$ cat config.mk
export PLATFORM = sky130hd
export DESIGN_NAME = mc_sequencer
export DESIGN_NICKNAME = d
export VERILOG_FILES = /design/src/rtl/mc_pkg.sv /design/src/rtl/mc_decode.sv /design/src/rtl/mc_sequencer.sv
export SDC_FILE = /design/constraint.sdc
export NUM_CORES = 1
export LEC_CHECK = 0
export ABC_AREA = 1
export BUFFER_PORTS_ARGS = -buffer_cell sky130_fd_sc_hd__clkbuf_2
export CAP_MARGIN = 25
export CORE_MARGIN = 1
export CORE_UTILIZATION = 53
export DETAILED_ROUTE_END_ITERATION = 10
export GPL_ROUTABILITY_DRIVEN = 1
export PLACE_DENSITY = 0.78
export SETUP_SLACK_MARGIN = 0.02
export SYNTH_ARGS = -nofsm -noshare
export SYNTH_HDL_FRONTEND = slang
export SYNTH_HIERARCHICAL = 1
export SYNTH_SLANG_ARGS = --single-unit
$ cat constraint.sdc
create_clock -name CLK -period 1.9 [get_ports CLK]
set_input_delay 0.19 -clock CLK [delete_from_list [all_inputs] [get_ports CLK]]
set_output_delay 0.19 -clock CLK [all_outputs]
set_load 0.05 [all_outputs]
$ cat src/rtl/mc_pkg.sv
// Shared encodings for the multi-cycle MIPS-subset controller: state codes, opcodes,
// functs, ALU operations, trap causes and the bundle of datapath controls.
package mc_pkg;

    typedef enum logic [3:0] {
        S_IF     = 4'd0,
        S_ID     = 4'd1,
        S_EXE_AL = 4'd2,
        S_WB_AL  = 4'd3,
        S_EXE_BR = 4'd4,
        S_EXE_LS = 4'd5,
        S_MEM    = 4'd6,
        S_WB_LD  = 4'd7,
        S_HALT   = 4'd8,
        S_TRAP   = 4'd9
    } state_e;

    typedef enum logic [3:0] {
        CL_ALU_R, CL_ALU_I, CL_BEQ, CL_BNE, CL_BLTZ, CL_LW, CL_SW,
        CL_J, CL_JAL, CL_JR, CL_HALT, CL_ILL
    } iclass_e;

    typedef enum logic [2:0] {
        ALU_ADD = 3'd0,
        ALU_SUB = 3'd1,
        ALU_AND = 3'd2,
        ALU_OR  = 3'd3,
        ALU_SLT = 3'd4,
        ALU_SLL = 3'd5
    } alu_op_e;

    localparam logic [5:0] OP_RTYPE = 6'b000000;
    localparam logic [5:0] OP_BLTZ  = 6'b000001;
    localparam logic [5:0] OP_J     = 6'b000010;
    localparam logic [5:0] OP_JAL   = 6'b000011;
    localparam logic [5:0] OP_BEQ   = 6'b000100;
    localparam logic [5:0] OP_BNE   = 6'b000101;
    localparam logic [5:0] OP_ADDI  = 6'b001000;
    localparam logic [5:0] OP_SLTI  = 6'b001010;
    localparam logic [5:0] OP_ANDI  = 6'b001100;
    localparam logic [5:0] OP_ORI   = 6'b001101;
    localparam logic [5:0] OP_LW    = 6'b100011;
    localparam logic [5:0] OP_SW    = 6'b101011;
    localparam logic [5:0] OP_HALT  = 6'b111111;

    localparam logic [5:0] FN_SLL  = 6'b000000;
    localparam logic [5:0] FN_JR   = 6'b001000;
    localparam logic [5:0] FN_ADD  = 6'b100000;
    localparam logic [5:0] FN_ADDU = 6'b100001;
    localparam logic [5:0] FN_SUB  = 6'b100010;
    localparam logic [5:0] FN_SUBU = 6'b100011;
    localparam logic [5:0] FN_AND  = 6'b100100;
    localparam logic [5:0] FN_OR   = 6'b100101;
    localparam logic [5:0] FN_SLT  = 6'b101010;

    localparam logic [1:0] CAUSE_NONE = 2'b00;
    localparam logic [1:0] CAUSE_BUS  = 2'b01;
    localparam logic [1:0] CAUSE_ILL  = 2'b10;
    localparam logic [1:0] CAUSE_OVF  = 2'b11;

    localparam logic [1:0] PC_SEQ    = 2'b00;
    localparam logic [1:0] PC_BRANCH = 2'b01;
    localparam logic [1:0] PC_RS     = 2'b10;
    localparam logic [1:0] PC_JUMP   = 2'b11;

    localparam logic [1:0] RD_R31 = 2'b00;
    localparam logic [1:0] RD_RT  = 2'b01;
    localparam logic [1:0] RD_RD  = 2'b10;

    typedef struct packed {
        logic       imem_req;
        logic       dmem_req;
        logic       pc_wre;
        logic       ir_wre;
        logic       reg_wre;
        logic       m_rd;
        logic       m_wr;
        logic       alu_src_a;
        logic       alu_src_b;
        logic       db_data_src;
        logic       wr_reg_d_src;
        logic       ext_sel;
        logic       if_need_of;
        logic [1:0] reg_dst;
        logic [1:0] pc_src;
        alu_op_e    alu_op;
    } ctrl_t;

endpackage

$ cat src/rtl/mc_decode.sv
// Combinational instruction decoder: opcode/funct to instruction class and the
// per-instruction ALU controls that stay constant across EXE..WB.
module mc_decode
    import mc_pkg::*;
(
    input  logic [5:0] opcode,
    input  logic [5:0] funct,
    output iclass_e    iclass,
    output alu_op_e    alu_op,
    output logic       ext_sel,
    output logic       alu_src_a,
    output logic       alu_src_b,
    output logic       if_need_of,
    output logic       illegal
);

    always_comb begin
        // NOTE: every output gets a default first so no path can leave one unassigned (no latch).
        iclass     = CL_ILL;
        alu_op     = ALU_ADD;
        ext_sel    = 1'b1;
        alu_src_a  = 1'b0;
        alu_src_b  = 1'b0;
        if_need_of = 1'b0;
        case (opcode)
            OP_RTYPE: begin
                iclass = CL_ALU_R;
                case (funct)
                    FN_ADD:  begin alu_op = ALU_ADD; if_need_of = 1'b1; end
                    FN_ADDU: alu_op = ALU_ADD;
                    FN_SUB:  begin alu_op = ALU_SUB; if_need_of = 1'b1; end
                    FN_SUBU: alu_op = ALU_SUB;
                    FN_AND:  alu_op = ALU_AND;
                    FN_OR:   alu_op = ALU_OR;
                    FN_SLT:  alu_op = ALU_SLT;
                    FN_SLL:  begin alu_op = ALU_SLL; alu_src_a = 1'b1; end
                    FN_JR:   iclass = CL_JR;
                    default: iclass = CL_ILL;
                endcase
            end
            OP_ADDI: begin iclass = CL_ALU_I; alu_src_b = 1'b1; if_need_of = 1'b1; end
            OP_SLTI: begin iclass = CL_ALU_I; alu_src_b = 1'b1; alu_op = ALU_SLT; end
            // Logical immediates are zero-extended.
            OP_ANDI: begin iclass = CL_ALU_I; alu_src_b = 1'b1; alu_op = ALU_AND; ext_sel = 1'b0; end
            OP_ORI:  begin iclass = CL_ALU_I; alu_src_b = 1'b1; alu_op = ALU_OR;  ext_sel = 1'b0; end
            OP_BEQ:  begin iclass = CL_BEQ;  alu_op = ALU_SUB; end
            OP_BNE:  begin iclass = CL_BNE;  alu_op = ALU_SUB; end
            OP_BLTZ: begin iclass = CL_BLTZ; alu_op = ALU_SUB; end
            OP_LW:   begin iclass = CL_LW; alu_src_b = 1'b1; end
            OP_SW:   begin iclass = CL_SW; alu_src_b = 1'b1; end
            OP_J:    iclass = CL_J;
            OP_JAL:  iclass = CL_JAL;
            OP_HALT: iclass = CL_HALT;
            default: iclass = CL_ILL;
        endcase
    end

    assign illegal = (iclass == CL_ILL);

endmodule

$ cat src/rtl/mc_sequencer.sv
// IF/ID/EXE/MEM/WB sequencer for the multi-cycle core with memory handshakes,
// bounded wait timeout, traps and HALT. Outputs are decoded from state and IR fields.
module mc_sequencer
    import mc_pkg::*;
#(
    parameter int MEM_TIMEOUT = 16,
    parameter bit TRAP_ON_OVF = 1'b1,
    parameter int ALUOP_W     = 3
) (
    input  logic               CLK,
    input  logic               RST,
    input  logic [5:0]         opcode,
    input  logic [5:0]         funct,
    input  logic               zero,
    input  logic               sign,
    input  logic               overflow,
    input  logic               imem_ack,
    input  logic               dmem_ack,
    output logic               imem_req,
    output logic               dmem_req,
    output logic               PCWre,
    output logic               IRWre,
    output logic               RegWre,
    output logic               mRD,
    output logic               mWR,
    output logic               ALUSrcA,
    output logic               ALUSrcB,
    output logic               DBDataSrc,
    output logic               WrRegDSrc,
    output logic               ExtSel,
    output logic               ifNeedOf,
    output logic [1:0]         RegDst,
    output logic [1:0]         PCSrc,
    output logic [ALUOP_W-1:0] ALUOp,
    output logic [3:0]         state,
    output logic               trap,
    output logic [1:0]         trap_cause
);

    localparam int CNT_W = (MEM_TIMEOUT > 1) ? $clog2(MEM_TIMEOUT) : 1;
    localparam logic [CNT_W-1:0] CNT_LIMIT = CNT_W'((MEM_TIMEOUT > 0) ? MEM_TIMEOUT - 1 : 0);

    state_e           state_q, state_d;
    logic [CNT_W-1:0] cnt_q, cnt_d;
    logic             trap_q, trap_d;
    logic [1:0]       cause_q, cause_d;

    iclass_e dec_iclass;
    alu_op_e dec_alu_op;
    logic    dec_ext_sel, dec_src_a, dec_src_b, dec_need_of, dec_illegal;

    mc_decode u_decode (
        .opcode     (opcode),
        .funct      (funct),
        .iclass     (dec_iclass),
        .alu_op     (dec_alu_op),
        .ext_sel    (dec_ext_sel),
        .alu_src_a  (dec_src_a),
        .alu_src_b  (dec_src_b),
        .if_need_of (dec_need_of),
        .illegal    (dec_illegal)
    );

    logic waiting, timeout_hit, ovf_trap, br_taken;

    assign waiting     = ((state_q == S_IF) && !imem_ack) || ((state_q == S_MEM) && !dmem_ack);
    assign timeout_hit = (MEM_TIMEOUT != 0) && waiting && (cnt_q == CNT_LIMIT);
    assign ovf_trap    = TRAP_ON_OVF && dec_need_of && overflow;

    always_comb begin
        case (dec_iclass)
            CL_BEQ:  br_taken = zero;
            CL_BNE:  br_taken = !zero;
            CL_BLTZ: br_taken = sign;
            default: br_taken = 1'b0;
        endcase
    end

    always_comb begin
        state_d = state_q;
        cnt_d   = '0;
        trap_d  = trap_q;
        cause_d = cause_q;
        case (state_q)
            S_IF: begin
                if (imem_ack) begin
                    state_d = S_ID;
                end else if (timeout_hit) begin
                    state_d = S_TRAP;
                    cause_d = CAUSE_BUS;
                end
            end
            S_ID: begin
                if (dec_illegal) begin
                    state_d = S_TRAP;
                    cause_d = CAUSE_ILL;
                end else begin
                    case (dec_iclass)
                        CL_ALU_R, CL_ALU_I:       state_d = S_EXE_AL;
                        CL_BEQ, CL_BNE, CL_BLTZ:  state_d = S_EXE_BR;
                        CL_LW, CL_SW:             state_d = S_EXE_LS;
                        CL_J, CL_JAL, CL_JR:      state_d = S_IF;
                        CL_HALT:                  state_d = S_HALT;
                        default: begin
                            state_d = S_TRAP;
                            cause_d = CAUSE_ILL;
                        end
                    endcase
                end
            end
            S_EXE_AL: state_d = S_WB_AL;
            S_WB_AL: begin
                if (ovf_trap) begin
                    state_d = S_TRAP;
                    cause_d = CAUSE_OVF;
                end else begin
                    state_d = S_IF;
                end
            end
            S_EXE_BR: state_d = S_IF;
            S_EXE_LS: state_d = S_MEM;
            S_MEM: begin
                if (dmem_ack) begin
                    state_d = (dec_iclass == CL_SW) ? S_IF : S_WB_LD;
                end else if (timeout_hit) begin
                    state_d = S_TRAP;
                    cause_d = CAUSE_BUS;
                end
            end
            S_WB_LD: state_d = S_IF;
            default: state_d = state_q;
        endcase
        if (state_d == S_TRAP) trap_d = 1'b1;
        // Counter only advances while stalled; any state change leaves it at zero.
        if (waiting && !timeout_hit && (MEM_TIMEOUT != 0)) cnt_d = cnt_q + CNT_W'(1);
    end

    // NOTE: non-blocking assignments here so every flop samples the pre-edge values.
    always_ff @(posedge CLK or negedge RST) begin
        if (!RST) begin
            state_q <= S_IF;
            cnt_q   <= '0;
            trap_q  <= 1'b0;
            cause_q <= CAUSE_NONE;
        end else begin
            state_q <= state_d;
            cnt_q   <= cnt_d;
            trap_q  <= trap_d;
            cause_q <= cause_d;
        end
    end

    ctrl_t ctrl, ctrl_o;

    always_comb begin
        ctrl = '0;
        if (state_q inside {S_EXE_AL, S_WB_AL, S_EXE_BR, S_EXE_LS, S_MEM, S_WB_LD}) begin
            ctrl.alu_op    = dec_alu_op;
            ctrl.ext_sel   = dec_ext_sel;
            ctrl.alu_src_a = dec_src_a;
            ctrl.alu_src_b = dec_src_b;
        end
        if (state_q inside {S_EXE_AL, S_WB_AL}) ctrl.if_need_of = dec_need_of;
        case (state_q)
            S_IF: begin
                ctrl.imem_req = 1'b1;
                ctrl.ir_wre   = imem_ack;
            end
            S_ID: begin
                case (dec_iclass)
                    CL_J:   begin ctrl.pc_wre = 1'b1; ctrl.pc_src = PC_JUMP; end
                    CL_JAL: begin
                        ctrl.pc_wre       = 1'b1;
                        ctrl.pc_src       = PC_JUMP;
                        ctrl.reg_wre      = 1'b1;
                        ctrl.reg_dst      = RD_R31;
                        ctrl.wr_reg_d_src = 1'b0;
                    end
                    CL_JR:  begin ctrl.pc_wre = 1'b1; ctrl.pc_src = PC_RS; end
                    default: ;
                endcase
            end
            S_WB_AL: begin
                ctrl.reg_wre      = !ovf_trap;
                ctrl.pc_wre       = !ovf_trap;
                ctrl.wr_reg_d_src = 1'b1;
                ctrl.reg_dst      = (dec_iclass == CL_ALU_R) ? RD_RD : RD_RT;
            end
            S_EXE_BR: begin
                ctrl.pc_wre = 1'b1;
                ctrl.pc_src = br_taken ? PC_BRANCH : PC_SEQ;
            end
            S_MEM: begin
                ctrl.dmem_req = 1'b1;
                ctrl.m_rd     = (dec_iclass == CL_LW);
                ctrl.m_wr     = (dec_iclass == CL_SW);
            end
            S_WB_LD: begin
                ctrl.reg_wre      = 1'b1;
                ctrl.db_data_src  = 1'b1;
                ctrl.wr_reg_d_src = 1'b1;
                ctrl.reg_dst      = RD_RT;
                ctrl.pc_wre       = 1'b1;
            end
            default: ;
        endcase
    end

    // Reset gates outputs combinationally so an abandoned memory access drops immediately.
    assign ctrl_o = RST ? ctrl : '0;

    assign imem_req   = ctrl_o.imem_req;
    assign dmem_req   = ctrl_o.dmem_req;
    assign PCWre      = ctrl_o.pc_wre;
    assign IRWre      = ctrl_o.ir_wre;
    assign RegWre     = ctrl_o.reg_wre;
    assign mRD        = ctrl_o.m_rd;
    assign mWR        = ctrl_o.m_wr;
    assign ALUSrcA    = ctrl_o.alu_src_a;
    assign ALUSrcB    = ctrl_o.alu_src_b;
    assign DBDataSrc  = ctrl_o.db_data_src;
    assign WrRegDSrc  = ctrl_o.wr_reg_d_src;
    assign ExtSel     = ctrl_o.ext_sel;
    assign ifNeedOf   = ctrl_o.if_need_of;
    assign RegDst     = ctrl_o.reg_dst;
    assign PCSrc      = ctrl_o.pc_src;
    assign ALUOp      = ALUOP_W'(ctrl_o.alu_op);
    assign state      = RST ? 4'(state_q) : 4'd0;
    assign trap       = RST & trap_q;
    assign trap_cause = RST ? cause_q : 2'b00;

endmodule

==> impl_metrics.ini, run 1 <==
[run_status]
outcome = stopped before the end
stop_stage = global routing
firstError = [ERROR DPL-0038] Utilization greater than 100%, impossible to legalize

[grt]
grt_max_degree = 13

[logic_synthesis]
avgSynthCellArea_um2 = 5.934
yosysTopAreaCellShare_pct = 17.31
async_flop_share_pct = 100.0
synth_enable_flop_cells = 0
netlist_top_cells_area = dfrtp_1 (17%), nand2_1 (12%), inv_1 (12%), nor2_1 (11%), nand3_1 (7.6%)
syn_inst = 268
ys.warnings.count = 6
synth_commonest_cells = nand2_1 (52), inv_1 (49), nor2_1 (46), nand3_1 (24)
synth-simple-area-share_pct = 58.46
synth_top_family_by_area = simple AND/OR/NAND/NOR gates
syn_nets = 288
synth_top_area_cell = dfrtp_1
synth-compound-area-share_pct = 7.396
synthAdderAreaFrac_pct = 0.7868
synth_most_common_cell = nand2_1
seq_area_frac_synth_pct = 17.31
synth_cell_types = 30
ys_ff_latch = 11
synthFlopType = dfrtp_1
synth-xor-area-share_pct = 1.101
synthMuxAreaShare_pct = 0
netlist_area_um2 = 1590

[sta]
worst-ep-kind = output port
worst_endpoint = PCSrc[0]

[die]
num_io_pins = 46
die_w_um = 56.78
rows = 19
start_util_pct = 56.69
chipHeight_um = 56.78

[clocking]
numCtsBuffers = 3
clkSinkCount = 11
root_buffer = clkbuf_4
htreeDepth = 1
cts.path.max_buffers = 2

[placed_design]
place_inst = 377
hpwl_um = 3466
portBuffers = 45
place.gp.congestion = 0.8772
## cells by family after synthesis
logic type      Yosys count
flops                    11
buf+inv                  61
xor+xnor                  2
simple gates            173
compound gates           20
fa+ha+maj                 1
## metrics by stage
stage / util [%] / instance area [um^2] / setup WS [ns] / hold WS [ns]
CTS: 90.81 / 2547 / -0.1577 / 0.3244
detailed placement: 78.68 / 2207 / -0.4166 / 0.03287
global placement: 78.68 / 2207 / -0.3300 / 0.03129
floorplan: - / 1678 / -0.3670 / -0.1056
## what timing repair did
| action | in CTS |
|---|---|
| endpoints found under the hold margin | 11 |
| buffers inserted | 6 |
| hold buffers | 1 |
| gates resized for setup | 60 |
| setup endpoints to repair | 15 |
| pin swaps | 15 |
==> inputs of run 2 (changes only) <==
Settings changed: CORE_UTILIZATION 53 to 40, PLACE_DENSITY 0.78 to unset, PLACE_DENSITY_LB_ADDON set to 0.15, SETUP_SLACK_MARGIN 0.02 to unset.
==> impl_metrics.ini, run 2 <==
[clocking]
clkLatencyLatePin_ns = 0.23
htreeDepth = 1
root_buffer = clkbuf_8
clk_pin_slew_ns = 0.05
numCtsBuffers = 3
cts_tree = built
clkSinkCount = 11
cts.path.max_buffers = 2

[critical_path]
max_stage_delay_ns = 0.21
worstPathRequired_ns = 1.71
worst_path_max_delay_cell = clkbuf_8
path_class = in -> out
critical_path.cell_chain = clkbuf_8 -> nor2_4 -> buf_12 -> nand3_2 -> nand2_2 -> nor2_4 -> nand3_4 -> nand3_4 -> buf_4 -> nand2_4 -> inv_2 -> nand2_1 -> o21a_1 -> a31oi_1 -> clkbuf_8
path_max_fanout = 8
cp-start-kind = input pin
arrival_ns = 1.96
cp-end-kind = primary output
worst-r2r-setup-slack_ns = 0.23

[logic_synthesis]
ys.warnings.count = 6
syn_inst = 268
synthFlopType = dfrtp_1
netlist_area_um2 = 1590
async_flop_share_pct = 100.0
syn_nets = 288
netlist_top_cells_area = dfrtp_1 (17%), nand2_1 (12%), inv_1 (12%), nor2_1 (11%), nand3_1 (7.6%)
synth_enable_flop_cells = 0
avgSynthCellArea_um2 = 5.934
seq_area_frac_synth_pct = 17.31
synth_commonest_cells = nand2_1 (52), inv_1 (49), nor2_1 (46), nand3_1 (24)
ys_ff_latch = 11
synth_top_area_cell = dfrtp_1
synth_cell_types = 30
yosysTopAreaCellShare_pct = 17.31
synth_most_common_cell = nand2_1

[die]
rows = 22
start_util_pct = 42.48
core_area_um2 = 3744
die_w_um = 65.06
die-area_um2 = 4232
chipHeight_um = 65.06
num_io_pins = 46

[placed_design]
portBuffers = 45
place.gp.congestion = 0.8914
place_area_um2 = 2265
place_inst = 398
hpwl_um = 3608

[sta]
final-hold-violation-count = 0
layout_setup_ws_ns = -0.2506
fin_crit_ns = 2.151
whs_ns = 0.3483
post-route-period-util_pct = 113.2
worst_pin_slew_ns = 0.3636
max_slew_margin_pct = 75.65
grt_setup_unrepaired = yes
finalSetupViolations = 13
fmax_mhz = 465.0
maxSlewViolCount = 0
finClkSkew_ns = 0.0003036

[cells_and_area]
area_growth_pct = 77.18
nets = 391
multi_input_area_um2 = 1409
reg_top3 = cnt_q x4, state_q x4, cause_q x2
layoutNonFillerInstCount = 418
final_core_util_pct = 75.27
layout.cells.most_common_list = buf_4 (52), nand2_1 (44), inv_1 (44)
drive_above_1_share_pct = 53.24
nFillCells = 296
final_common_cell = buf_4
register_area_um2 = 276.5
design_area_um2 = 2818
antennaDiodeCount = 0

[routing]
viasPerCell = 4.885
drt_iter0_drc = 101
route.antenna.remaining_nets = 0
dr.pass1.iters = 4
drc = 0
vias = 2042
avgRoutedWirePerCell_um = 11.99
wirelength_um = 5011

[pwr]
clkPwrFrac_pct = 28.8
combPwrFrac_pct = 42.0
p_sw_uw = 283.0
p_int_uw = 520.4
switching_share_pct = 35.22
power_uw = 803.4
pwr-share-seq_pct = 29.2
p_per_area_nw_per_um2 = 285.1
ir_drop_mv = 0.1852
p_leak_nw = 1.401

[grt]
grt_pass1_wl_um = 7941
grt_pass1_vias = 1894
gr-total-overflow = 0
grt_max_degree = 12
antenna_found_initial = 0
grt.total_usage_pct = 23.57

[run_status]
violations = negative setup slack
outcome = finished, violations left

[hold_path]
hold_path.class = in -> reg

[run]
max_cap_violations = 0
==> run 2: cell counts after synthesis <==
No cell type changed its count.
==> run 2: cells by family after synthesis <==
| family | synth area share, % |
|---|---|
| xor+xnor | 1.102 |
| buf+inv | 14.95 |
| fa+ha+maj | 0.7867 |
| simple gates | 58.46 |
| compound gates | 7.396 |
| flops | 17.31 |
==> run 2: critical path, delay by kind of cell <==
family	cells	cell delay, ns
and+or+nand+nor	8	0.73
buffers and inverters	5	0.64
AOI/OAI and AO/OA	2	0.37
==> run 2: final cells by class <==
class                   count  area share, %
clock buffers               4          1.599
inverters                  58          7.726
multi-input cells         196          50.00
flip-flops and latches     11          9.814
well taps                  48          2.131
repair buffers            101          28.73
==> run 2: final timing paths <==
check | from | endpoint | cells past startpoint
max | opcode[4] | PCWre | 15
min | dmem_ack | cause_q[1] | 4
max reg2reg | state_q[1] | trap_q | 11
min reg2reg | cnt_q[0] | cnt_q[0] | 1
max in group asynchronous | RST | state_q[3] | 3
min in group asynchronous | RST | cause_q[0] | 3
==> run 2: stage by stage <==
step | setup WS [ns] | setup TNS, ns
after floorplan | -0.3670 | -1.445
after global placement | -0.2962 | -2.621
after detailed placement | -0.3325 | -3.123
after CTS | -0.2225 | -0.9344
after global routing | -0.3686 | -3.246
final | -0.2506 | -1.580
==> run 2: per-layer routing <==
| layer | GRT usage, % | up-vias | part of all wire (%) |
|---|---|---|---|
| met1 | 28.43 | 931 | 43 |
| met3 | 3.873 | 8 | 4.5 |
| met4 | 4.620 | 0 | 1.3 |
| met5 | 0 | - | 0 |
| li1 | - | 1045 | - |
| met2 | 43.49 | 58 | 51 |
==> run 2: power groups by stage <==
stage,Clock (mW),Sequential [mW],Combinational [mW]
2_1_floorplan,0,0.239,0.134
3_3_place_gp,0,0.239,0.238
3_5_place_dp,0,0.239,0.241
4_1_cts,0.234,0.235,0.304
5_1_grt,0.253,0.234,0.365
6_report,0.231,0.235,0.337
==> run 2: what timing repair did <==
| action | 4_1_cts | 5_1_grt |
|---|---|---|
| buffers inserted | 10 | 6 |
| pin swaps | 20 | 11 |
| hold buffers | 1 | 0 |
| resized for setup | 62 | 29 |
| endpoints found under the setup margin | 16 | 22 |
| endpoints found under the hold margin | 11 | 0 |
(Power assumes the default switching activity.)
==> inputs of run 3 (changes only) <==
Settings changed: CAP_MARGIN 25 to unset, MAX_ROUTING_LAYER set to met4.
Clock period 1.9 ns to 2.7 ns, I/O delays scaled along.
==> impl_metrics.ini, run 3 (same netlist as run 2, synthesis figures left out) <==
[run_status]
outcome = completed

[cells_and_area]
area_growth_pct = 20.93
nets = 337
final_common_cell = nand2_1
final_core_util_pct = 51.37
layout.cells.most_common_list = nand2_1 (52), inv_1 (49), nor2_1 (46)
multi_input_area_um2 = 1077
antennaDiodeCount = 0
reg_top3 = cnt_q x4, state_q x4, cause_q x2
drive_above_1_share_pct = 31.01
nFillCells = 402
register_area_um2 = 275.3

[die]
chipHeight_um = 65.06
die-area_um2 = 4232
core_area_um2 = 3744
rows = 22
die_w_um = 65.06
start_util_pct = 42.48
num_io_pins = 46

[placed_design]
portBuffers = 45
hpwl_um = 3243
place.gp.congestion = 0.8776
pre_cts_ws_ns = 0.2229

[grt]
grt_pass1_wl_um = 6720
grt_pass1_vias = 1555
grt_max_degree = 20
grt.total_usage_pct = 20.09
gr-total-overflow = 0
antenna_found_initial = 0

[routing]
drc = 0
vias = 1733
avgRoutedWirePerCell_um = 10.53
dr.pass1.iters = 4
drt_iter0_drc = 105
wirelength_um = 3833
viasPerCell = 4.761
route.antenna.remaining_nets = 0

[sta]
fin_crit_ns = 2.482
finalSetupViolations = 0
final-hold-violation-count = 0
setup_tns_ns = 0
finClkSkew_ns = 0.003687
layout_setup_ws_ns = 0.2179
worst_pin_slew_ns = 0.4535
grt_setup_unrepaired = no
fmax_mhz = 402.9
post-route-period-util_pct = 91.93
max_slew_margin_pct = 69.76
maxSlewViolCount = 0

[pwr]
switching_share_pct = 34.10
power_uw = 466.4
p_leak_nw = 1.063
pwr-share-seq_pct = 35.4
p_per_area_nw_per_um2 = 242.5
combPwrFrac_pct = 29.5
ir_drop_mv = 0.1578
p_sw_uw = 159.0
clkPwrFrac_pct = 35.1
p_int_uw = 307.3

[critical_path]
worstPathRequired_ns = 2.43
path_max_fanout = 8
path_class = in -> out
cp-start-kind = input pin
arrival_ns = 2.21
cp-end-kind = primary output

[clocking]
clkLatencyLatePin_ns = 0.24
root_buffer = clkbuf_8
cts_tree = built
clkSinkCount = 11
post_cts_buffers = 0
clk_pin_slew_ns = 0.05
htreeDepth = 1
numCtsBuffers = 3
cts.path.max_buffers = 2

[run]
max_cap_violations = 0

[hold_path]
hold_path.class = in -> reg
run 3: stage by stage:
| step | hold WS, ns | cell area, um^2 | instances |
|---|---|---|---|
| after global routing | 0.4753 | 1923 | 364 |
| after global placement | 0.2173 | 1863 | 359 |
| after CTS | 0.4501 | 1919 | 364 |
| after detailed placement | 0.2189 | 1863 | 359 |
| after floorplan | -0.02559 | 1590 | 268 |
| final | 0.4463 | 1923 | 364 |
run 3: metal layers:
metal | share of wire, % | routed length (um) | GRT usage, % | up-vias
met2 | 42 | 1617 | 31.25 | 51
met4 | 0.89 | 34 | 2.446 | 0
met3 | 6.2 | 237 | 3.521 | 4
li1 | - | - | - | 937
met1 | 51 | 1944 | 27.94 | 741
met5 | 0 | 0 | - | -
run 3: area by class of cell:
type                            instances  area share [%]
Sequential cell                        11           14.31
Tap cell                               48           3.123
Inverter                               58           11.52
Timing Repair Buffer                   47           12.62
Multi-Input combinational cell        196           56.02
Clock buffer                            3           2.147
Clock inverter                          1          0.2602
run 3: path summary, 6_finish.rpt:
| kind | end | depth (start not counted) | from | slack [ns] |
|---|---|---|---|---|
| setup / recovery | PCSrc[0] | 13 | opcode[5] | 0.22 |
| hold / removal | cause_q[1] | 4 | dmem_ack | 0.45 |
| setup reg to reg | trap_q | 10 | state_q[2] | 1.01 |
| hold reg to reg | cnt_q[0] | 1 | cnt_q[0] | 0.46 |
| max in group asynchronous | cnt_q[3] | 2 | RST | 1.87 |
| min in group asynchronous | cnt_q[0] | 2 | RST | 0.52 |
run 3: power by group through the flow:
stage / Clock (mW) / Combinational, mW / Sequential [mW]
2_1_floorplan: 0 / 0.0916 / 0.168
3_3_place_gp: 0 / 0.135 / 0.168
3_5_place_dp: 0 / 0.135 / 0.168
4_1_cts: 0.166 / 0.137 / 0.165
5_1_grt: 0.173 / 0.155 / 0.165
6_report: 0.164 / 0.138 / 0.165
run 3: repair_timing:
action                                  CTS  global route
gates resized for setup                   0             2
hold buffers                              1             0
endpoints found under the hold margin    11             0
endpoints found under the setup margin    0             8
run 3: critical path, stage by stage:
cell,delay (ns)
clkbuf_2,0.12
nor2_4,0.21
nand3_2,0.18
nand2_2,0.13
nor2_4,0.05
nand2_1,0.07
nand4_2,0.17
nor2_1,0.27
nand3_1,0.10
o311ai_0,0.11
nand2_1,0.09
a31oi_1,0.15
clkbuf_2,0.30
